$ cat src/rtl/ring_pkg.sv
// ring_pkg
//   Shared definitions for the ring-oscillator entropy pool and the register
//   front end: FSM state encoding and the default word/FIFO geometry.
package ring_pkg;

  localparam int unsigned RING_WORD_W     = 32;
  localparam int unsigned RING_FIFO_DEPTH = 8;

  typedef enum logic [1:0] {
    RS_IDLE   = 2'd0,
    RS_WARMUP = 2'd1,
    RS_RUN    = 2'd2,
    RS_FAULT  = 2'd3
  } ring_state_e;

endpackage

$ cat src/rtl/ring_sync_fifo.sv
// ring_sync_fifo
//   Synchronous show-ahead FIFO with occupancy count.
//   clk, rst      : clock, synchronous active-high reset (empties the FIFO)
//   wr_en/wr_data : push request; accepted when not full, or when full and a
//                   pop happens on the same edge
//   rd_en         : pop request; ignored when empty
//   rd_data       : head word (zero while empty)
//   count         : words held; full/empty flags
module ring_sync_fifo #(
  parameter int unsigned WIDTH = 32,
  parameter int unsigned DEPTH = 8
) (
  input  logic                     clk,
  input  logic                     rst,
  input  logic                     wr_en,
  input  logic [WIDTH-1:0]         wr_data,
  input  logic                     rd_en,
  output logic [WIDTH-1:0]         rd_data,
  output logic [$clog2(DEPTH):0]   count,
  output logic                     full,
  output logic                     empty
);

  localparam int unsigned AW = $clog2(DEPTH);

  logic [WIDTH-1:0] mem [DEPTH];
  logic [AW-1:0]    wr_ptr;
  logic [AW-1:0]    rd_ptr;
  logic             do_wr;
  logic             do_rd;

  assign empty = (count == '0);
  assign full  = (count == (AW+1)'(DEPTH));
  assign do_rd = rd_en && !empty;
  // When full, the slot being written is the head that is leaving this edge.
  assign do_wr = wr_en && (!full || do_rd);
  assign rd_data = empty ? '0 : mem[rd_ptr];

  always_ff @(posedge clk) begin
    if (do_wr) mem[wr_ptr] <= wr_data;
  end

  always_ff @(posedge clk) begin
    if (rst) begin
      wr_ptr <= '0;
      rd_ptr <= '0;
      count  <= '0;
    end else begin
      if (do_wr) wr_ptr <= wr_ptr + AW'(1);
      if (do_rd) rd_ptr <= rd_ptr + AW'(1);
      case ({do_wr, do_rd})
        2'b10:   count <= count + (AW+1)'(1);
        2'b01:   count <= count - (AW+1)'(1);
        default: count <= count;
      endcase
    end
  end

endmodule

$ cat src/rtl/ring_entropy_pool.sv
// ring_entropy_pool
//   Harvests entropy from NUM_RINGS free-running ring oscillators: the ring
//   outputs are synchronised, masked and XOR-folded into one sample bit per
//   prescaler tick, checked by a repetition-count health test, packed
//   LSB-first into WORD_W-bit words and queued in a show-ahead FIFO.
//   wb_clk_i/wb_rst_i : clock, synchronous active-high reset
//   ring_clk_i        : asynchronous ring outputs
//   enable_i          : run harvesting (level)
//   ring_mask_i       : per-ring XOR contribution enable
//   sample_div_i      : sample period minus one, in clocks
//   clear_i           : clears overflow_o / health_fail_o, exits FAULT
//   start_o           : common ring start
//   rd_data_o/rd_valid_o/rd_ready_i/fifo_count_o : FIFO read side
//   overflow_o        : sticky, a word was dropped on a full FIFO
//   health_fail_o     : sticky, repetition test tripped
//   busy_o            : warming up or running
module ring_entropy_pool
  import ring_pkg::*;
#(
  parameter int unsigned NUM_RINGS     = 8,
  parameter int unsigned WORD_W        = RING_WORD_W,
  parameter int unsigned FIFO_DEPTH    = RING_FIFO_DEPTH,
  parameter int unsigned WARMUP_CYCLES = 64,
  parameter int unsigned REP_LIMIT     = 32
) (
  input  logic                          wb_clk_i,
  input  logic                          wb_rst_i,
  input  logic [NUM_RINGS-1:0]          ring_clk_i,
  input  logic                          enable_i,
  input  logic [NUM_RINGS-1:0]          ring_mask_i,
  input  logic [15:0]                   sample_div_i,
  input  logic                          clear_i,
  output logic                          start_o,
  output logic [WORD_W-1:0]             rd_data_o,
  output logic                          rd_valid_o,
  input  logic                          rd_ready_i,
  output logic [$clog2(FIFO_DEPTH):0]   fifo_count_o,
  output logic                          overflow_o,
  output logic                          health_fail_o,
  output logic                          busy_o
);

  localparam int unsigned BW = $clog2(WORD_W);
  localparam int unsigned WW = (WARMUP_CYCLES > 1) ? $clog2(WARMUP_CYCLES) : 1;
  localparam int unsigned RW = $clog2(REP_LIMIT + 1);

  ring_state_e       state;
  logic [NUM_RINGS-1:0] sync_q;
  logic              sample_bit;
  logic [15:0]       presc;
  logic [WW-1:0]     warm_cnt;
  logic [BW-1:0]     bit_cnt;
  logic [RW-1:0]     rep_cnt;
  logic [RW-1:0]     rep_next;
  logic              prev_bit;
  logic [WORD_W-1:0] acc;
  logic [WORD_W-1:0] acc_next;
  logic              tick;
  logic              trip;
  logic              word_done;
  logic              push_q;
  logic [WORD_W-1:0] push_word;
  logic              pop;
  logic              fifo_full;
  logic              fifo_empty;

  for (genvar i = 0; i < NUM_RINGS; i++) begin : g_sync
    logic [1:0] ff;
    always_ff @(posedge wb_clk_i) begin
      if (wb_rst_i) ff <= '0;
      else          ff <= {ff[0], ring_clk_i[i]};
    end
    assign sync_q[i] = ff[1];
  end

  assign sample_bit = ^(sync_q & ring_mask_i);
  // >= keeps the prescaler from running away if sample_div_i shrinks mid-count.
  assign tick       = (state == RS_RUN) && (presc >= sample_div_i);
  // rep_cnt == 0 marks the first tick since entering RUN.
  assign rep_next   = ((rep_cnt == '0) || (sample_bit != prev_bit)) ? RW'(1)
                                                                    : rep_cnt + RW'(1);
  assign trip       = tick && (rep_next >= RW'(REP_LIMIT));
  assign word_done  = tick && (bit_cnt == BW'(WORD_W - 1));

  always_comb begin
    acc_next          = acc;
    acc_next[bit_cnt] = sample_bit;
  end

  always_ff @(posedge wb_clk_i) begin
    if (wb_rst_i) begin
      state         <= RS_IDLE;
      start_o       <= 1'b0;
      busy_o        <= 1'b0;
      warm_cnt      <= '0;
      presc         <= '0;
      bit_cnt       <= '0;
      rep_cnt       <= '0;
      prev_bit      <= 1'b0;
      acc           <= '0;
      health_fail_o <= 1'b0;
      push_q        <= 1'b0;
      push_word     <= '0;
    end else begin
      push_q <= 1'b0;
      if (clear_i) health_fail_o <= 1'b0;
      case (state)
        RS_IDLE: begin
          if (enable_i) begin
            state    <= RS_WARMUP;
            start_o  <= 1'b1;
            busy_o   <= 1'b1;
            warm_cnt <= '0;
          end
        end
        RS_WARMUP: begin
          if (!enable_i) begin
            state    <= RS_IDLE;
            start_o  <= 1'b0;
            busy_o   <= 1'b0;
            warm_cnt <= '0;
          end else if (warm_cnt == WW'(WARMUP_CYCLES - 1)) begin
            state    <= RS_RUN;
            warm_cnt <= '0;
            presc    <= '0;
            bit_cnt  <= '0;
            rep_cnt  <= '0;
            acc      <= '0;
          end else begin
            warm_cnt <= warm_cnt + WW'(1);
          end
        end
        RS_RUN: begin
          // A trip outranks a simultaneous disable so the failure is never lost.
          if (trip || !enable_i) begin
            state    <= trip ? RS_FAULT : RS_IDLE;
            start_o  <= 1'b0;
            busy_o   <= 1'b0;
            presc    <= '0;
            bit_cnt  <= '0;
            rep_cnt  <= '0;
            acc      <= '0;
            if (trip) health_fail_o <= 1'b1;
          end else if (tick) begin
            presc    <= '0;
            prev_bit <= sample_bit;
            rep_cnt  <= rep_next;
            if (word_done) begin
              push_q    <= 1'b1;
              push_word <= acc_next;
              acc       <= '0;
              bit_cnt   <= '0;
            end else begin
              acc     <= acc_next;
              bit_cnt <= bit_cnt + BW'(1);
            end
          end else begin
            presc <= presc + 16'd1;
          end
        end
        RS_FAULT: begin
          if (clear_i) state <= RS_IDLE;
        end
      endcase
    end
  end

  assign pop        = rd_valid_o && rd_ready_i;
  assign rd_valid_o = !fifo_empty;

  always_ff @(posedge wb_clk_i) begin
    if (wb_rst_i)                          overflow_o <= 1'b0;
    else if (push_q && fifo_full && !pop)  overflow_o <= 1'b1;
    else if (clear_i)                      overflow_o <= 1'b0;
  end

  ring_sync_fifo #(
    .WIDTH (WORD_W),
    .DEPTH (FIFO_DEPTH)
  ) u_fifo (
    .clk     (wb_clk_i),
    .rst     (wb_rst_i),
    .wr_en   (push_q),
    .wr_data (push_word),
    .rd_en   (pop),
    .rd_data (rd_data_o),
    .count   (fifo_count_o),
    .full    (fifo_full),
    .empty   (fifo_empty)
  );

endmodule
$ cat config.mk
export PLATFORM = sky130hd
export DESIGN_NAME = ring_entropy_pool
export DESIGN_NICKNAME = d
export VERILOG_FILES = /design/src/rtl/ring_pkg.sv /design/src/rtl/ring_sync_fifo.sv /design/src/rtl/ring_entropy_pool.sv
export SDC_FILE = /design/constraint.sdc
export NUM_CORES = 1
export LEC_CHECK = 0
export ABC_AREA = 0
export BUFFER_PORTS_ARGS = -buffer_cell sky130_fd_sc_hd__buf_2
export CAP_MARGIN = 20
export CELL_PAD_IN_SITES_DETAIL_PLACEMENT = 1
export CELL_PAD_IN_SITES_GLOBAL_PLACEMENT = 2
export CORE_MARGIN = 2
export CORE_UTILIZATION = 40
export CTS_BUF_LIST = sky130_fd_sc_hd__clkbuf_8
export CTS_CLUSTER_DIAMETER = 120
export DETAILED_ROUTE_END_ITERATION = 10
export GPL_ROUTABILITY_DRIVEN = 0
export PLACE_DENSITY_LB_ADDON = 0.25
export SLEW_MARGIN = 10
export SYNTH_ARGS = -nofsm -noshare
export SYNTH_HDL_FRONTEND = slang
export SYNTH_HIERARCHICAL = 1
export SYNTH_SLANG_ARGS = --single-unit
export TNS_END_PERCENT = 100
$ cat constraint.sdc
create_clock -name wb_clk_i -period 4.8 [get_ports wb_clk_i]
set_clock_uncertainty 0.2 [all_clocks]
set_input_delay 0.96 -clock wb_clk_i [delete_from_list [all_inputs] [get_ports wb_clk_i]]
set_output_delay 0.96 -clock wb_clk_i [all_outputs]
set_load 0.05 [all_outputs]
# After elaboration in Yosys (flattened, before gate mapping)
# Memories as Yosys holds them, arrays and structs flattened. A register that Yosys moved wholly into a read port is not among the register bits.
# Index checks and enable logic that the tools add are counted.
classes:
  eq_ne: 17
  muxes: 54
  n_reduce_logical: 33
  order_cmp: 4
  bitwise_logic: 4
  n_addsub: 8
op_table:
  columns: ["operator", "n"]
  rows:
  - ["32-bit two-way mux", 6]
  - ["16-bit two-way mux", 4]
  - ["32-bit case mux with 2 select lines", 1]
  - ["6-bit two-way mux", 8]
  - ["32-bit bitwise mux", 1]
  - ["16-bit case mux with 2 select lines", 1]
  - ["5-bit two-way mux", 5]
  - ["6-bit case mux with 2 select lines", 2]
  - ["16-bit by 1-bit adder with 16-bit output, second input constant", 1]
  - ["16-bit greater-or-equal comparator", 1]
  - ["4-bit AND reduction", 4]
  - ["1-bit two-way mux", 13]
  - ["6-bit by 1-bit adder with 6-bit output, second input constant", 2]
  - ["2-bit two-way mux", 6]
  - ["2-bit != test, second input constant", 5]
  - ["5-bit case mux with 2 select lines", 1]
  - ["1-bit logical AND", 9]
  - ["8-bit AND", 1]
  - ["2-bit case mux with 4 select lines", 1]
  - ["4-bit case mux with 2 select lines", 1]
  - ["2-bit nonzero test", 4]
  - ["8-bit XOR reduction", 1]
  - ["3-bit by 1-bit adder with 3-bit output, second input constant", 2]
  - ["2-bit equality test, second input constant", 3]
  - ["other kinds (27)", 37]
totals:
  out_inout_bits: 41
  memories: 1
  wordCells: 144
  ram_bits: 256
  regBits: 130
  in_bits: 37
mem_list:
  columns: ["name", "depth", "width", "rd", "rd_ports_with_merged_regs", "wr", "line_no", "source"]
  rows:
  - ["u_fifo.mem", 8, 32, 1, 1, 1, "ring_sync_fifo.sv:26", "logic [WIDTH-1:0] mem [DEPTH];"]

# Logic depth before layout (Yosys ltp)
# Gate-level depths: netlist of the first run.
depth:
  ltp_word: 10
  ltp_mapped: 12
  depth_no_buf: 10

# Cells and area by module
# Netlist of the first run, hierarchy kept.
by_module_without_submodules:
  columns: ["mod", "cells_per_inst", "instances", "seq_area_each_um2", "area_each_um2"]
  rows:
  - ["ring_sync_fifo", 489, 1, 7947.6, 10431.3]
  - ["ring_entropy_pool", 643, 1, 2402.3, 5590.4]

# Worst setup path after synthesis of the first run
# OpenSTA, ideal clock, no wires.
synth_path:
  kind: "reg2reg"
  startpoint: "register u_fifo.count[1]"
  endpoint: "memory u_fifo.mem[0][0], enable pin"
  setup_slack_ps: -274
  synth_period_minus_slack_ps: 5074
  arrival_time_ps: 4413
  n_path_buf: 2
  setup_time_ps: 461
  required_ps: 4139
  path_stages_with_launch: 9
  cell_sequence: "dfxtp_1 -> buf_2 -> nor4_2 -> clkbuf_1 -> nor2b_1 -> nand2b_1 -> o21ai_2 -> or2_1 -> nor3_1"
synth_between:
  elab_chain_len: 8
  word_cells_on_any_way: 10
  cone_classes: "eq/ne: 1; mux: 2; reduce/logical: 7"
synth_rtl:
  columns: ["item", "line_no", "source"]
  rows:
  - ["start, declared", "ring_sync_fifo.sv:19", "output logic [$clog2(DEPTH):0] count,"]
  - ["start signal, assigned", "ring_sync_fifo.sv:52", "2'b10: count <= count + (AW+1)'(1);"]
  - ["start signal, assigned", "ring_sync_fifo.sv:53", "2'b01: count <= count - (AW+1)'(1);"]
  - ["start signal, assigned", "ring_sync_fifo.sv:54", "default: count <= count;"]
  - ["4-bit logical NOT", "ring_sync_fifo.sv:32", "assign empty = (count == '0);"]
  - ["via fifo_empty", "ring_entropy_pool.sv:65", "logic fifo_empty;"]
  - ["1-bit logical NOT", "ring_entropy_pool.sv:169", "assign rd_valid_o = !fifo_empty;"]
  - ["1-bit logical AND", "ring_entropy_pool.sv:168", "assign pop = rd_valid_o && rd_ready_i;"]
  - ["via pop", "ring_entropy_pool.sv:63", "logic pop;"]
  - ["1-bit logical AND", "ring_sync_fifo.sv:34", "assign do_rd = rd_en && !empty;"]
  - ["1-bit logical OR", "ring_sync_fifo.sv:36", "assign do_wr = wr_en && (!full || do_rd);"]
  - ["1-bit logical AND", "ring_sync_fifo.sv:36", null]
  - ["1-bit two-way mux", "ring_sync_fifo.sv:40", "if (do_wr) mem[wr_ptr] <= wr_data;"]
  - ["1-bit two-way mux (not written as such)", "ring_sync_fifo.sv:40", null]
  - ["end, declared", "ring_sync_fifo.sv:26", null]
# The timed path passes the listed nets, and every way through them passes these cells.

==> results.md, run 1 <==
* FF+latch count, synth at 389
* Final Hold Fails at 0
* Yosys cell types at 66
* Via count at 9416
* Synthesized Nets at 1203
* Hold_sp: g_sync[0].ff[0]
* Num CTS Buffers at 66
* Routed WL at 35000 um
* Setup Crit Path Kind: flip-flop to output pin
* Initial antenna violation count at 0
* WHS Path Cells at 1
* PwrDens at 361 nW/um2
* RSZ-0062 raised after global routing: no
* Root buffer cell: clkbuf_8
* Yosys warns at 6
* Die Width at 204 um
* CP required at 3640 ps
* Layout fillers at 4068
* Worst R2R Setup Slack at 1720 ps
* Sw frac at 0.219
* Met2 wire length at 16800 um
* P&R area growth vs syn at 14.8%
* DRT Pass-1 Iters at 7
* Slew HR at 0.251
* Commonest non-fill, non-tap cells in the layout: edfxtp_1 (256), dfxtp_1 (130), nor2_1 (118)
* Status: finished, final reports clean
* Antenna Cells at 0
* Fin nets at 1316
* Final setup viols at 0
* Hold buffer count at cts at 0
* Largest net degree at the start of global routing at 78
* Wire per inst at 19.2 um
* Sw Pwr at 1450 uW
* Post-detail-place hpwl at 20700 um
* Prevailing post-synth register cell: edfxtp_1
* Layout cells sized above 1 at 0.220
* Clk Latency, worst-skew pair at 600 ps
* Crit path launch type: flip-flop
* Via density at 5.16
* DRC at 0
* R2R Path End: push_word[0]
* TritonCTS clock tree: yes
* GRT Residual Overflow at 0
* Number of port buffers at 77
* DIE AREA at 41700 um2
* Clock-pin slew on the worst setup and hold paths at 60 ps
* R2r worst-path depth at 8
* Minimum clock period at 4020 ps
* WHS Endpoint: g_sync[0].ff[1]
* Actual slew at the worst max-slew pin at 1120 ps
* Leakage power at 0.00718 uW
* Synth Cell Area at 16000 um2
* Post-DRT Antenna Nets at 0
* Commonest non-fill, non-tap cell in the layout: edfxtp_1
* Clock Path Buffers at 3
* Combinational fraction of design power at 0.025
* Clk network pwr share at 0.441
* Worst vdd ir at 0.187 mV
* Starting DRT DRC Count at 424
* Worst Path Arrival at 2860 ps
* CTS sink cnt at 389
* Worst Hold Class: flip-flop to flip-flop
* Die Ht at 204 um
* FMAX at 249 MHz
* Post-CTS Setup Bufs at 0
* Post-CTS Resized at 0
* Initial Util at 0.404
* Sequential share of the synthesized area at 0.646
* Core Region at 39600 um2
* First-pass GRT wire length at 55800 um
* Crit share post-route at 0.838
* Vias in the first global route at 9935
* Slew Limit Fails at 0
* CTS H-tree lvls at 3
* Largest fanout on the critical path at 34
* Total GRT Usage at 0.173
* Max-cap violation count at 0
* IO Pins at 78
* Mapped Cells at 1132
* Post-synth EDFFs at 256
* Flop pwr share at 0.533
* Internal at 5190 uW
* Metal-1 WL at 16000 um
* Worst r2r src: presc[9]
* FP Rows at 73
* Routed wire length on met3 at 1380 um
* Uppermost layer routed: met4
* Overall power at 6640 uW
* Setup TNS at 0 ps
* Mean post-synth cell area at 14.2 um2
* Ys async rst share at 0
* Critical path capture point type: output pin
==> logic make-up (layout without fill, tap and decap cells) <==
| logic type | count (synthesis) | count (layout) | share of synthesized area |
|---|---|---|---|
| flops | 389 | 389 | 0.646 |
| simple gates | 304 | 304 | 0.0871 |
| compound gates | 162 | 162 | 0.0685 |
| mux | 122 | 122 | 0.126 |
| buf+inv | 86 | 253 | 0.0247 |
| xor+xnor | 35 | 35 | 0.0205 |
| fa+ha+maj | 34 | 34 | 0.0270 |
==> stage by stage <==
step | instance area, um2 | hold slack, ps | worst slack, ps | instances | utilization
after floorplan | 16000 | 214 | 586 | 1132 | -
after global placement | 17100 | 218 | 1020 | 1702 | 0.430
after detailed placement | 17100 | 228 | 941 | 1702 | 0.430
after CTS | 18400 | 245 | 675 | 1824 | 0.464
after global routing | 18400 | 250 | 563 | 1824 | 0.464
final | 18400 | 239 | 777 | 1824 | 0.464
==> cells in the mapped netlist (6+ instances only) <==
cell type / count / area (um2)
o31ai_1: 19 / 143
inv_1: 32 / 120
buf_1: 10 / 37.5
and2_1: 6 / 37.5
and3_1: 7 / 43.8
buf_4: 7 / 52.6
edfxtp_1: 256 / 7690
ha_1: 33 / 413
xor2_1: 19 / 166
a21oi_1: 30 / 150
buf_2: 7 / 35.0
o21ai_0: 39 / 195
nand2b_1: 10 / 62.6
nand3_1: 27 / 135
nor3_1: 7 / 35.0
nor2_1: 124 / 465
dfxtp_1: 133 / 2660
a31oi_1: 9 / 56.3
nand2_1: 76 / 285
a22o_1: 23 / 201
mux2i_1: 57 / 571
xnor2_1: 14 / 123
nor2b_1: 21 / 131
mux4_2: 64 / 1440
a21o_1: 7 / 52.6
clkbuf_1: 25 / 93.8
==> layer usage <==
metal | global-route usage | up-vias
met5 | 0 | -
met2 | 0.283 | 152
li1 | - | 4485
met4 | 0.0639 | 0
met3 | 0.0349 | 56
met1 | 0.230 | 4723
==> final cells by class <==
cell class / count / area (um2) / share of cell area
sequential: 389 / 10400 / 0.563
multi-input combinational: 657 / 5370 / 0.292
timing repair buffer: 99 / 563 / 0.0306
clock buffer: 78 / 1070 / 0.0584
inverter: 32 / 120 / 0.00653
clock inverter: 44 / 255 / 0.0139
tap: 525 / 657 / 0.0357
==> critical path, cell delays in order, from the launching register on <==
cell     delay [ps]
dfxtp_2         980
buf_4           400
mux4_2          340
mux2i_1         200
nor2_1           70
buf_2           230
==> power groups by stage <==
stage	Sequential, uW	Combinational (uW)	Clock (uW)
2_1_floorplan	3620	108	0
3_3_place_gp	3610	171	0
3_5_place_dp	3610	172	0
4_1_cts	3540	173	3040
5_1_grt	3540	189	3180
6_report	3540	168	2930
==> how the worst max path moves through the flow <==
| stage | slack (ps) | cells past startpoint | to | startpoint |
|---|---|---|---|---|
| 2_1_floorplan | 590 | 8 | u_fifo/mem[4][0] | u_fifo/count[1] |
| 3_3_place_gp | 1020 | 10 | push_word[14] | sample_div_i[9] |
| 3_5_place_dp | 940 | 10 | push_word[20] | sample_div_i[9] |
| 4_1_cts | 670 | 5 | rd_data_o[23] | flip-flop |
| 5_1_grt | 560 | 5 | rd_data_o[23] | flip-flop |
| 6_report | 780 | 5 | rd_data_o[23] | flip-flop |
==> sequential cells by signal, summed over array words and instances (netlist names), named ones only <==
signal	count
acc	32
bit_cnt	5
busy_o	1
g_sync.ff	16
health_fail_o	1
overflow_o	1
presc	16
prev_bit	1
push_q	1
push_word	32
rep_cnt	6
state	2
u_fifo/count	4
u_fifo/mem	256
u_fifo/rd_ptr	3
u_fifo/wr_ptr	3
warm_cnt	6
Note: power is estimated with default switching activity, not from simulation.
==> run 2: changes to the inputs <==
==> constraint.sdc (replaced) <==
create_clock -name wb_clk_i -period 4 [get_ports wb_clk_i]
set_clock_uncertainty 0.2 [all_clocks]
set_input_delay 0.8 -clock wb_clk_i [delete_from_list [all_inputs] [get_ports wb_clk_i]]
set_output_delay 0.8 -clock wb_clk_i [all_outputs]
set_load 0.05 [all_outputs]
==> run 2 against run 1 <==
Sequential share of layout area down 0.20 points. Register-to-register slack worse by 630 ps. Count of clock-buffer cells in the layout shrank 7. First-iteration DRC count increased by 3.3%. Die area unchanged. Clock power rose by 17%. Worst hold slack got worse by 34 ps. Sequential cell count unchanged. Global-route usage rose by 0.43 points. Total power grew 19%. Worst setup slack lost 360 ps. Largest power group unchanged. Highest routed layer unchanged.
==> results.md, run 2 (synthesis gave the netlist of run 1 again) <==
* RSZ-0062 raised after global routing: no (unchanged)
* Worst Hold Class: input port to flip-flop (was flip-flop to flip-flop)
* Vias in the first global route at 10400 (was 9935)
* Post-DRT Antenna Nets at 0 (unchanged)
* Biggest regs: u_fifo/mem x256, acc x32, push_word x32 (unchanged)
* Layout cells sized above 1 at 0.215 (was 0.220)
* Largest fanout on the critical path at 22 (was 34)
* TritonCTS clock tree: yes (unchanged)
* Commonest non-fill, non-tap cell in the layout: edfxtp_1 (unchanged)
* Initial antenna violation count at 1 (was 0)
* Setup slack after placement at 581 ps (was 941 ps)
* P&R area growth vs syn at 15.2% (was 14.8%)
* Layout fillers at 4061 (was 4068)
* Top reg by flops: u_fifo/mem (unchanged)
* Largest net degree at the start of global routing at 54 (was 78)
* Via count at 9448 (was 9416)
* DRC at 0 (unchanged)
* CP required at 3000 ps (was 3640 ps)
* Commonest non-fill, non-tap cells in the layout: edfxtp_1 (256), dfxtp_1 (130), nor2_1 (118) (unchanged)
* Slew Limit Fails at 0 (unchanged)
* Overall power at 7900 uW (was 6640 uW)
* Slew HR at 0.428 (was 0.251)
* Via density at 5.16 (about the same)
* Number of port buffers at 77 (unchanged)
* Post-CTS Setup Bufs at 0 (unchanged)
* Hold buffer count at cts at 0 (unchanged)
* Design area at 18500 um2 (was 18400 um2)
* Actual slew at the worst max-slew pin at 854 ps (was 1120 ps)
* DIE AREA at 41700 um2 (unchanged)
* Crit path launch type: flip-flop (unchanged)
* Total GRT Usage at 0.178 (was 0.173)
* Num CTS Buffers at 67 (was 66)
* Area of the multi-input gates at 5370 um2 (unchanged)
* Finished Core Util at 0.466 (was 0.464)
* Wire per inst at 19.3 um (was 19.2 um)
* IO Pins at 78 (unchanged)
* Clock Path Buffers at 3 (unchanged)
* Clock-pin slew on the worst setup and hold paths at 50 ps (was 60 ps)
* Setup Crit Path Kind: flip-flop to output pin (unchanged)
* Post-detail-place hpwl at 21200 um (was 20700 um)
* PwrDens at 428 nW/um2 (was 361 nW/um2)
* Initial Util at 0.404 (unchanged)
* Crit share post-route at 0.895
* Area of placed instances at 17200 um2 (was 17100 um2)
* Die Ht at 204 um (unchanged)
* Root buffer cell: clkbuf_8 (unchanged)
* GRT Residual Overflow at 0 (unchanged)
* FP Rows at 73 (unchanged)
* CP max stage delay at 650 ps (was 980 ps)
* Status: finished, final reports clean (unchanged)
* Worst vdd ir at 0.222 mV (was 0.187 mV)
* Slowest cell on crit path: dfxtp_4 (was dfxtp_2)
* Worst R2R Setup Slack at 1090 ps (was 1720 ps)
* Setup TNS at 0 ps (unchanged)
* Die Width at 204 um (unchanged)
* FMAX at 279 MHz
* CTS H-tree lvls at 3 (unchanged)
* Max FFs per register at 256 (unchanged)
* Leakage power at 0.00719 uW (was 0.00718 uW)
* Post-CTS Resized at 0 (unchanged)
* DRT Pass-1 Iters at 4 (was 7)
* Worst Path Arrival at 2580 ps (was 2860 ps)
* Critical path capture point type: output pin (unchanged)
* Minimum clock period at 3580 ps
* CTS sink cnt at 389 (unchanged)
* Final Hold Fails at 0 (unchanged)
* Fin nets at 1321 (was 1316)
* Max-cap violation count at 0 (unchanged)
* CP Cell Sequence: buf_12 > mux4_2 > mux2i_1 > nor2_1 > buf_2 (was buf_4 > mux4_2 > mux2i_1 > nor2_1 > buf_2)
* Register Area at 10400 um2 (unchanged)
* Core Region at 39600 um2 (unchanged)
* Clk Latency, worst-skew pair at 600 ps (about the same)
* Starting DRT DRC Count at 438 (was 424)
* Final setup viols at 0 (unchanged)
* Fin worst setup slack at 421 ps (was 777 ps)
* Routed WL at 35300 um (was 35000 um)
* First-pass GRT wire length at 57200 um (was 55800 um)
[run 2: cell count changes in the layout (fill, tap and decap cells not counted), sizes merged]
cell,change
clkinvlp,-1
inv,+1
buf,+4
bufinv,+1
clkbuf,-7
diode,+1
clkinv,+7
[run 2: per-stage QoR]
step	cells	hold slack, ps
finish	1830	205
global route	1829	175
CTS	1829	140
detailed placement	1706	225
global placement	1705	214
floorplan	1132	214
[run 2: cell type report]
class	count	share of cell area
sequential	389	0.561
multi-input combinational	657	0.291
clock buffer	71	0.0529
timing repair buffer	103	0.0364
tap	525	0.0356
clock inverter	52	0.0165
inverter	32	0.00651
antenna	1	0.000136
[run 2: power breakdown]
part	leakage, uW	internal, uW	total (uW)	switching, uW
Clock	0.000733	1850	3440	1590
Combinational	0.00240	68.5	208	139
Sequential	0.00406	4240	4250	7.02
[run 2: final timing paths]
kind | from | to | cells past startpoint
worst min register to register | g_sync[5].ff[0] | g_sync[5].ff[1] | 1
worst min-delay path | ring_clk_i[2] | g_sync[2].ff[0] | 2
worst max register to register | u_fifo/count[0] | u_fifo/mem[0][20] | 8
worst max-delay path | flip-flop | rd_data_o[22] | 5
[run 2: critical path: cells and delay by family (launching register included)]
| family | cells | cell delay (ps) |
|---|---|---|
| flops | 1 | 650 |
| simple gates | 1 | 50 |
| buf+inv | 2 | 500 |
| mux | 2 | 730 |
[run 2: metal layers]
| metal | global-route usage | vias to the layer above | routed length [um] |
|---|---|---|---|
| li1 | - | 4490 | - |
| met1 | 0.222 | 4740 | 15700 |
| met2 | 0.305 | 164 | 17500 |
| met3 | 0.0362 | 54 | 1380 |
| met4 | 0.0660 | 0 | 706 |
| met5 | 0 | - | 0 |
==> run 3: changes to the inputs <==
==> constraint.sdc (replaced) <==
create_clock -name wb_clk_i -period 4 [get_ports wb_clk_i]
set_clock_uncertainty 0.2 [all_clocks]
set_input_delay 0 -clock wb_clk_i [delete_from_list [all_inputs] [get_ports wb_clk_i]]
set_output_delay 0 -clock wb_clk_i [all_outputs]
set_load 0.05 [all_outputs]
==> run 3 against run 2 <==
Worst setup slack better by 430 ps. Worst hold slack worse by 120 ps. Global-route usage up 0.23 points. Clock power down 3%. Sequential power about the same. Routed wire length up 2.2%. Register-to-register slack worse by 240 ps. Count of clock-buffer cells in the layout up 1. Combinational power up 6%. Critical path type is now flip-flop to flip-flop. Largest power group unchanged. Highest routed layer unchanged.
==> results.md, run 3 (synthesis gave the netlist of run 1 again) <==
* FMAX at 317 MHz (was 279 MHz)
* CP required at 4310 ps (was 3000 ps)
* Largest net degree at the start of global routing at 45 (was 54)
* Core Region at 39600 um2 (unchanged)
* Number of port buffers at 77 (unchanged)
* Initial antenna violation count at 0 (was 1)
* Flop pwr share at 0.544 (was 0.538)
* Worst Path Arrival at 3460 ps (was 2580 ps)
* Fin worst setup slack at 848 ps (was 421 ps)
* Critical path capture point type: flip-flop (was output pin)
* Final Hold Fails at 0 (unchanged)
* Commonest non-fill, non-tap cell in the layout: edfxtp_1 (unchanged)
* Crit path launch type: flip-flop (unchanged)
* Crit share post-route at 0.788 (was 0.895)
* Clk network pwr share at 0.428 (was 0.436)
* Root buffer cell: clkbuf_8 (unchanged)
* Top reg by flops: u_fifo/mem (unchanged)
* Post-CTS Resized at 0 (unchanged)
* Post-detail-place hpwl at 21400 um (was 21200 um)
* Die Width at 204 um (unchanged)
* Slew HR at 0.298 (was 0.428)
* Placed insts at 1702 (was 1706)
* CTS sink cnt at 389 (unchanged)
* Status: finished, final reports clean (unchanged)
* Largest fanout on the critical path at 14 (was 22)
* TritonCTS clock tree: yes (unchanged)
* Actual slew at the worst max-slew pin at 1050 ps (was 854 ps)
* Leakage power at 0.00725 uW (was 0.00719 uW)
* Setup slack after placement at 793 ps (was 581 ps)
* Biggest regs: u_fifo/mem x256, acc x32, push_word x32 (unchanged)
* Post-CTS Setup Bufs at 0 (unchanged)
* Fin nets at 1337 (was 1321)
* Clock-pin slew on the worst setup and hold paths at 60 ps (was 50 ps)
* Via count at 9513 (was 9448)
* Antenna Cells at 0 (was 1)
* Starting DRT DRC Count at 429 (was 438)
* Finished Layout Cells at 1839 (was 1830)
* First-pass GRT wire length at 57200 um (about the same)
* Delay-heaviest family, CP: compound AO/OA/AOI/OAI gates (was multiplexers)
* GRT Residual Overflow at 0 (unchanged)
* Buffers plus inverters on the worst setup path at 1 (was 2)
* FP Rows at 73 (unchanged)
* Slew Limit Fails at 0 (unchanged)
* CP Cell Sequence: inv_1 > ha_1 > nand2b_1 > a31oi_1 > o21a_1 > o21ai_1 > o21ai_1 > or3b_1 > o21ai_0 (was buf_12 > mux4_2 > mux2i_1 > nor2_1 > buf_2)
* Most used cell, CP: o21ai_1
* CP max stage delay at 670 ps (was 650 ps)
* Worst vdd ir at 0.215 mV (was 0.222 mV)
* Routed WL at 36100 um (was 35300 um)
* Final setup viols at 0 (unchanged)
* Minimum clock period at 3150 ps (was 3580 ps)
* Setup TNS at 0 ps (unchanged)
* DRT Pass-1 Iters at 4 (unchanged)
* Internal at 6100 uW (was 6160 uW)
* Num CTS Buffers at 66 (was 67)
* DIE AREA at 41700 um2 (unchanged)
* Max FFs per register at 256 (unchanged)
* Total GRT Usage at 0.180 (was 0.178)
* Wire per inst at 19.6 um (was 19.3 um)
* Sw Pwr at 1710 uW (was 1740 uW)
* Sw frac at 0.219 (was 0.220)
* Slowest cell on crit path: or3b_1 (was dfxtp_4)
* CTS H-tree lvls at 3 (unchanged)
* Finished Core Util at 0.467 (was 0.466)
* Via density at 5.17 (was 5.16)
* DRC at 0 (unchanged)
* Clock Path Buffers at 3 (unchanged)
* Commonest non-fill, non-tap cells in the layout: edfxtp_1 (256), dfxtp_1 (130), nor2_1 (118) (unchanged)
* Vias in the first global route at 10200 (was 10400)
* Initial Util at 0.404 (unchanged)
* P&R area growth vs syn at 15.6% (was 15.2%)
* IO Pins at 78 (unchanged)
* PwrDens at 422 nW/um2 (was 428 nW/um2)
* Worst Hold Class: input port to flip-flop (unchanged)
* Worst R2R Setup Slack at 850 ps (was 1090 ps)
* Combinational fraction of design power at 0.028 (was 0.026)
* Die Ht at 204 um (unchanged)
* Clk Latency, worst-skew pair at 600 ps (about the same)
* Layout cells sized above 1 at 0.209 (was 0.215)
* Max-cap violation count at 0 (unchanged)
* Post-DRT Antenna Nets at 0 (unchanged)
* Setup Crit Path Kind: flip-flop to flip-flop (was flip-flop to output pin)
* RSZ-0062 raised after global routing: no (unchanged)
[run 3: changes by cell type in the layout (fill, tap and decap cells not counted), sizes merged]
cell,before,now
dlygate4sd3,0,20
clkinv,22,14
buf,103,100
inv,56,59
clkinvlp,3,1
bufinv,3,2
clkbuf,71,72
diode,1,0
[run 3: layer usage]
layer,vias up,track usage,part of all wire
li1,4511,-,-
met1,4747,0.225,0.43
met2,185,0.307,0.49
met3,70,0.0392,0.045
met4,0,0.0670,0.029
met5,-,0,0
[run 3: path summary, 6_finish.rpt]
kind / startpoint / to / depth (start not counted)
worst min register to register: g_sync[2].ff[0] / g_sync[2].ff[1] / 1
worst max-delay path: presc[0] / bit_cnt[3] / 9
worst min-delay path: clear_i / health_fail_o / 4
worst max register to register: presc[0] / bit_cnt[3] / 9
[run 3: per-stage QoR]
stage / hold WS, ps / instance area, um2 / power, uW
2_1_floorplan: -127 / 16000 / 4470
4_1_cts: 41.5 / 18500 / 7950
3_3_place_gp: 11.7 / 17100 / 4540
5_1_grt: 108 / 18500 / 8140
6_report: 87.8 / 18500 / 7820
3_5_place_dp: 16.0 / 17100 / 4540
[run 3: power groups by stage]
stage               Clock [uW]  Combinational (uW)  Sequential [uW]
floorplan                    0                 130             4340
global placement             0                 208             4330
detailed placement           0                 209             4340
CTS                       3470                 225             4250
global route              3640                 247             4250
finish                    3350                 220             4250
[run 3: what timing repair did]
item	in CTS	in global routing
hold buffers	20	0
hold endpoints to repair	56	0
setup endpoints to repair	0	0
[run 3: area by class of cell]
cell class,count,area [um2]
repair buffers,120,796
clock inverters,44,236
well taps,525,657
flip-flops and latches,389,10400
multi-input cells,657,5370
inverters,32,120
fillers,4070,21100
clock buffers,72,991
[run 3: worst register-to-register path, cell delays in order (launching register included)]
cell and delay, ps:
dfxtp_1 420, inv_1 70, ha_1 260, nand2b_1 90
a31oi_1 80, o21a_1 210, o21ai_1 560, o21ai_1 230
or3b_1 670, o21ai_0 280
